$ cat src/rtl/mux_n_pipe.sv
// N-way, W-bit datapath mux with a registered pipeline, valid tracking,
// stall/hold and sticky out-of-range selector detection.
module mux_n_pipe #(
   parameter int               WIDTH         = 32,
   parameter int               NUM_INPUTS    = 5,
   parameter int               SEL_WIDTH     = 3,
   parameter int               PIPE_STAGES   = 1,
   parameter logic [WIDTH-1:0] DEFAULT_VALUE = '0
) (
   input  logic                        clk,
   input  logic                        reset,
   input  logic [SEL_WIDTH-1:0]        selector,
   input  logic [NUM_INPUTS*WIDTH-1:0] inputs_flat,
   input  logic                        in_valid,
   input  logic                        stall,
   input  logic                        clear_error,
   output logic [WIDTH-1:0]            output_final,
   output logic                        out_valid,
   output logic                        sel_error,
   output logic [SEL_WIDTH-1:0]        bad_sel
);

   generate
      if (NUM_INPUTS < 2 || NUM_INPUTS > (1 << SEL_WIDTH) ||
          PIPE_STAGES < 1 || PIPE_STAGES > 4) begin : g_param_check
         $error("mux_n_pipe: illegal NUM_INPUTS/SEL_WIDTH/PIPE_STAGES combination");
      end
   endgenerate

   logic                              sel_hit;
   logic [WIDTH-1:0]                  mux_out;
   logic [PIPE_STAGES-1:0]            vld_pipe;
   logic [PIPE_STAGES-1:0][WIDTH-1:0] data_pipe;

   always_comb begin
      sel_hit = 1'b0;
      mux_out = DEFAULT_VALUE;
      for (int k = 0; k < NUM_INPUTS; k++) begin
         if (int'(selector) == k) begin
            sel_hit = 1'b1;
            mux_out = inputs_flat[k*WIDTH +: WIDTH];
         end
      end
   end

   // Stage 0 holds its data across bubbles so output_final stays stable.
   always_ff @(posedge clk) begin
      if (reset) begin
         vld_pipe  <= '0;
         data_pipe <= '0;
      end else if (!stall) begin
         vld_pipe[0] <= in_valid;
         if (in_valid) data_pipe[0] <= mux_out;
         for (int i = 1; i < PIPE_STAGES; i++) begin
            vld_pipe[i]  <= vld_pipe[i-1];
            data_pipe[i] <= data_pipe[i-1];
         end
      end
   end

   // A new out-of-range capture wins over a simultaneous clear.
   always_ff @(posedge clk) begin
      if (reset) begin
         sel_error <= 1'b0;
         bad_sel   <= '0;
      end else if (!stall && in_valid && !sel_hit) begin
         sel_error <= 1'b1;
         bad_sel   <= selector;
      end else if (clear_error) begin
         sel_error <= 1'b0;
         bad_sel   <= '0;
      end
   end

   assign output_final = data_pipe[PIPE_STAGES-1];
   assign out_valid    = vld_pipe[PIPE_STAGES-1];

endmodule
$ cat config.mk
export PLATFORM = sky130hd
export DESIGN_NAME = mux_n_pipe
export DESIGN_NICKNAME = d
export VERILOG_FILES = /design/src/rtl/mux_n_pipe.sv
export SDC_FILE = /design/constraint.sdc
export NUM_CORES = 1
export LEC_CHECK = 0
export CORE_MARGIN = 4
export CORE_UTILIZATION = 39
export DETAILED_ROUTE_END_ITERATION = 7
export GPL_TIMING_DRIVEN = 0
export PLACE_DENSITY_LB_ADDON = 0.25
export SLEW_MARGIN = 20
export SYNTH_ARGS = -nofsm -noshare
export SYNTH_HDL_FRONTEND = slang
export SYNTH_SLANG_ARGS = --single-unit
$ cat constraint.sdc
create_clock -name clk -period 3.4 [get_ports clk]
set_clock_uncertainty 0.2 [all_clocks]
set_input_delay 0.34 -clock clk [delete_from_list [all_inputs] [get_ports clk]]
set_output_delay 0.34 -clock clk [all_outputs]
set_load 0.03 [all_outputs]
# Word level (Yosys, flattened, before mapping)
# Index checks and enable logic that the tools add are counted.
# Widths: inputs -> output; s select.
totals:
  out_inout_bits: 37
  register_bits: 37
classes:
  n_eq_ne: 4
  bitwise_logic: 1
  n_reduce_logical: 7
  n_mux: 14
op_table:
  columns: ["op", "count"]
  rows:
  - ["$mux 32", 5]
  - ["$eq 3x3->1 const B", 3]
  - ["$mux 1", 7]
  - ["$mux 3", 2]
  - ["$eq 3x2->1 const B", 1]
  - ["$logic_not 3->1", 1]
  - ["$logic_and 1x1->1", 2]
  - ["$logic_not 1->1", 2]
  - ["$reduce_and 2->1", 1]
  - ["$reduce_bool 2->1", 1]
  - ["$not 1->1", 1]

# Logic depth before layout (Yosys ltp)
depth:
  ltp_word: 9
  mapped_depth: 6
  depth_no_buf: 4

# Worst setup path before layout
# OpenSTA, ideal clock, no wires.
synth_timing:
  path_kind: "in2reg"
  from: "input selector[2]"
  to: "register data_pipe, in the netlist output_final[13]"
  setup_slack_ps: 1779
  arrival_ps: 1318
  path_stages: 5
  setup_ps: 103
  cell_sequence: "buf_2 -> nor3b_4 -> buf_2 -> a221oi_1 -> a2111oi_2"
synth_via:
  elab_chain_cells: 6
  word_cells_on_any_way: 10
  classes_between: "eq/ne (4); mux (5); reduce/logical (1)"
synth_rtl:
  columns: ["item", "line_no", "rtl"]
  rows:
  - ["start, declared", "12", "input logic [SEL_WIDTH-1:0] selector,"]
  - ["$logic_not 3->1", "39", "if (int'(selector) == k) begin"]
  - ["$mux 32 (4 in series)", "39", null]
  - ["$mux 32 *", "39", null]
  - ["end signal, assigned by index", "56", "data_pipe[i] <= data_pipe[i-1];"]
  - ["end, declared", "33", "logic [PIPE_STAGES-1:0][WIDTH-1:0] data_pipe;"]
# Every way passes the cells marked *; elsewhere a longest branch is shown, timed or not.
# A chain may end at the register's enable or synchronous reset.

# Final worst setup path
layout_timing:
  from: "input stall"
  to: "register data_pipe, in the netlist output_final[2]"
layout_via:
  elab_chain_cells: 2
layout_rtl:
  columns: ["item", "line_no", "rtl"]
  rows:
  - ["start, declared", "15", "input logic stall,"]
  - ["$not 1->1 (no source line)", null, null]
  - ["$reduce_and 2->1 (no source line)", null, null]
# No other way between the ends.

==> flow_metrics.env <==
export IMPL_status="finished clean"
export IMPL_die_h_um=94.74
export IMPL_cts_root_buf="clkbuf_8"
export IMPL_hold_viol=0
export IMPL_fillerInstances=620
export IMPL_p_leak_uw=0.001719
export IMPL_hold_start="out_valid"
export IMPL_vdd_ir_drop_max_mv=0.1417
export IMPL_dp_hpwl_um=9827
export IMPL_grt_pass1_wl_um=18610
export IMPL_critical_path_depth=6
export IMPL_cp_arrival_ns=2.27
export IMPL_post_cts_buffers=0
export IMPL_drt_pass1_iter_count=4
export IMPL_h_tree_depth=2
export IMPL_die_area_um2=8975
export IMPL_crit_start="stall"
export IMPL_cts_hold_buf=0
export IMPL_ys_warn_count=0
export IMPL_finalSetupTns_ns=0
export IMPL_place_area_um2=5080
export IMPL_rsz0062_at_grt="false"
export IMPL_worst_path_max_delay_cell="clkbuf_1"
export IMPL_fin_hold_ws_ns=0.2729
export IMPL_tritoncts="built"
export IMPL_grt_pass1_vias=3861
export IMPL_io_buffer_count=202
export IMPL_gr_total_overflow=0
export IMPL_grt_max_degree=13
export IMPL_r2r_start="output_final[25]"
export IMPL_syn_inst=351
export IMPL_post_drt_wl_per_cell_um=19.19
export IMPL_period_needed_ns=2.270
export IMPL_finalCritPeriodShare_pct=66.78
export IMPL_synth_top_area_cell="dfxtp_1"
export IMPL_route_detailed_drc=0
export IMPL_clock_latency_ns=0.30
export IMPL_start_util_pct=40.24
export IMPL_p_per_area_nw_per_um2=250.6
export IMPL_clk_pin_slew_worst_paths_ns=0.09
export IMPL_drive_above_1_share_pct=16.04
export IMPL_endpoint="output_final[2]"
export IMPL_syn2layout_area_growth_pct=76.08
export IMPL_syn_nets=519
export IMPL_synth_distinct_cells=20
export IMPL_rrSetupSlack_ns=2.23
export IMPL_initialDrtViolationCount=127
export IMPL_path_max_fanout=10
export IMPL_grt_util_all_layers_pct=26.46
export IMPL_core_um2=7292
export IMPL_final_common_cell="clkdlybuf4s50_1"
export IMPL_slew_headroom_pct=43.28
export IMPL_slowest_delay_ns=0.51
export IMPL_multiInputGateArea_um2=1998
export IMPL_finalSetupViolations=0
export IMPL_crit_required_ns=3.40
export IMPL_gp_congestion=0.8195
export IMPL_finalMaxSlewViolations=0
export IMPL_crit_chain="clkdlybuf4s50_1 -> nand2b_1 -> clkbuf_1 -> clkbuf_1 -> a221oi_1 -> a2111oi_2"
export IMPL_cpLargestDelayFamily="buffers and inverters"
export IMPL_min_path_type="reg -> reg"
export IMPL_chipWidth_um=94.74
export IMPL_tightest_slew_ns=0.8509
export IMPL_top_level_ports=205
export IMPL_antenna_found_initial=0
export IMPL_numCtsBuffers=5
export IMPL_n_antenna_cell=0
export IMPL_cts_resized=0
export IMPL_ant_nets=0
export IMPL_routed_wl_um=12670
export IMPL_crit_top_cell="clkbuf_1"
export IMPL_layout_nets=728
export IMPL_clock_sinks=37
export IMPL_layout_common_cells="clkdlybuf4s50_1, nor2_1, a21oi_1, dfxtp_1, nand2b_1"
export IMPL_synth_area_leaders="dfxtp_1, a2111oi_2, mux2_2, a221oi_1, nor2_1"
export IMPL_drv_cap=0
export IMPL_avgSynthCellArea_um2=8.359
export IMPL_design_area_um2=5166
export IMPL_path_buf_inv=3
export IMPL_clock_path_buffers=2
export IMPL_vias=3722
export IMPL_synth_seq_cells=37
export IMPL_rows=31
export IMPL_r2r_end="output_final[25]"
export IMPL_max_freq_mhz=440.5
export IMPL_crit_path_end_kind="flop"
export IMPL_synth_top_cell_area_share_pct=25.25
export IMPL_seq_area_frac_synth_pct=25.25
export IMPL_criticalPathCategory="in -> reg"
export IMPL_r2r_cells=2
export IMPL_routed_via_density=5.639
export IMPL_seq_area_um2=740.7
export IMPL_start_kind="primary input"
export IMPL_synth_area_um2=2934
-- worst min path at each step --
stage,end,cells after the start
2_1_floorplan,out_valid,2
3_3_place_gp,out_valid,2
3_5_place_dp,out_valid,2
4_1_cts,out_valid,2
5_1_grt,sel_error,2
6_report,out_valid,2
-- worst min-delay path: stages (launching register included) --
cell	delay, ns
dfxtp_1	0.32
nand2_1	0.05
a21oi_1	0.06
-- sequential cells by signal, indices dropped and copies added (netlist names) --
register      cells
output_final     32
bad_sel           3
out_valid         1
sel_error         1
-- cell usage after synthesis --
cell type,instances
o21ai_1,2
nor2_1,65
nand3_1,2
o211ai_1,1
clkbuf_1,19
a2111oi_2,32
dfxtp_1,37
nor2b_1,1
buf_6,4
buf_1,3
a221oi_1,32
buf_2,12
nand3b_1,2
nor3b_4,1
mux2_2,32
o21ai_0,30
buf_4,1
nand2b_1,35
nand2_1,3
a21oi_1,37
-- where the power goes --
part           switching [uW]  total (uW)  internal, uW
registers                13.2         464           450
logic                     216         512           296
clock network             178         319           142
-- through the flow --
step	total power, uW	setup slack (ns)	util, %	std cells
CTS	1299	1.146	70.85	660
finish	1295	1.130	70.85	660
floorplan	704.5	1.779	-	351
detailed placement	983.2	0.8300	69.66	652
global route	1353	1.025	70.85	660
global placement	972.1	0.9071	69.66	652
-- cell families after synthesis --
family,share of synthesized area [%]
simple gates,17.87
flops,25.25
mux,12.28
buf+inv,6.653
compound gates,37.95
-- final cells by class --
cell class	instances	share of cell area, %
Tap cell	99	2.398
Buffer	39	3.778
Clock buffer	5	1.332
Timing Repair Buffer	202	39.14
Sequential cell	37	14.34
Multi-Input combinational cell	275	38.68
Clock inverter	3	0.3391
-- per-layer routing --
metal / track usage [%] / wire [um] / vias to the layer above
li1: - / - / 1737
met1: 28.45 / 4689 / 1754
met2: 48.56 / 6384 / 202
met3: 7.251 / 1179 / 29
met4: 10.58 / 413 / 0
met5: 0 / 0 / -
No activity file was read; power rests on OpenSTA's default activity.
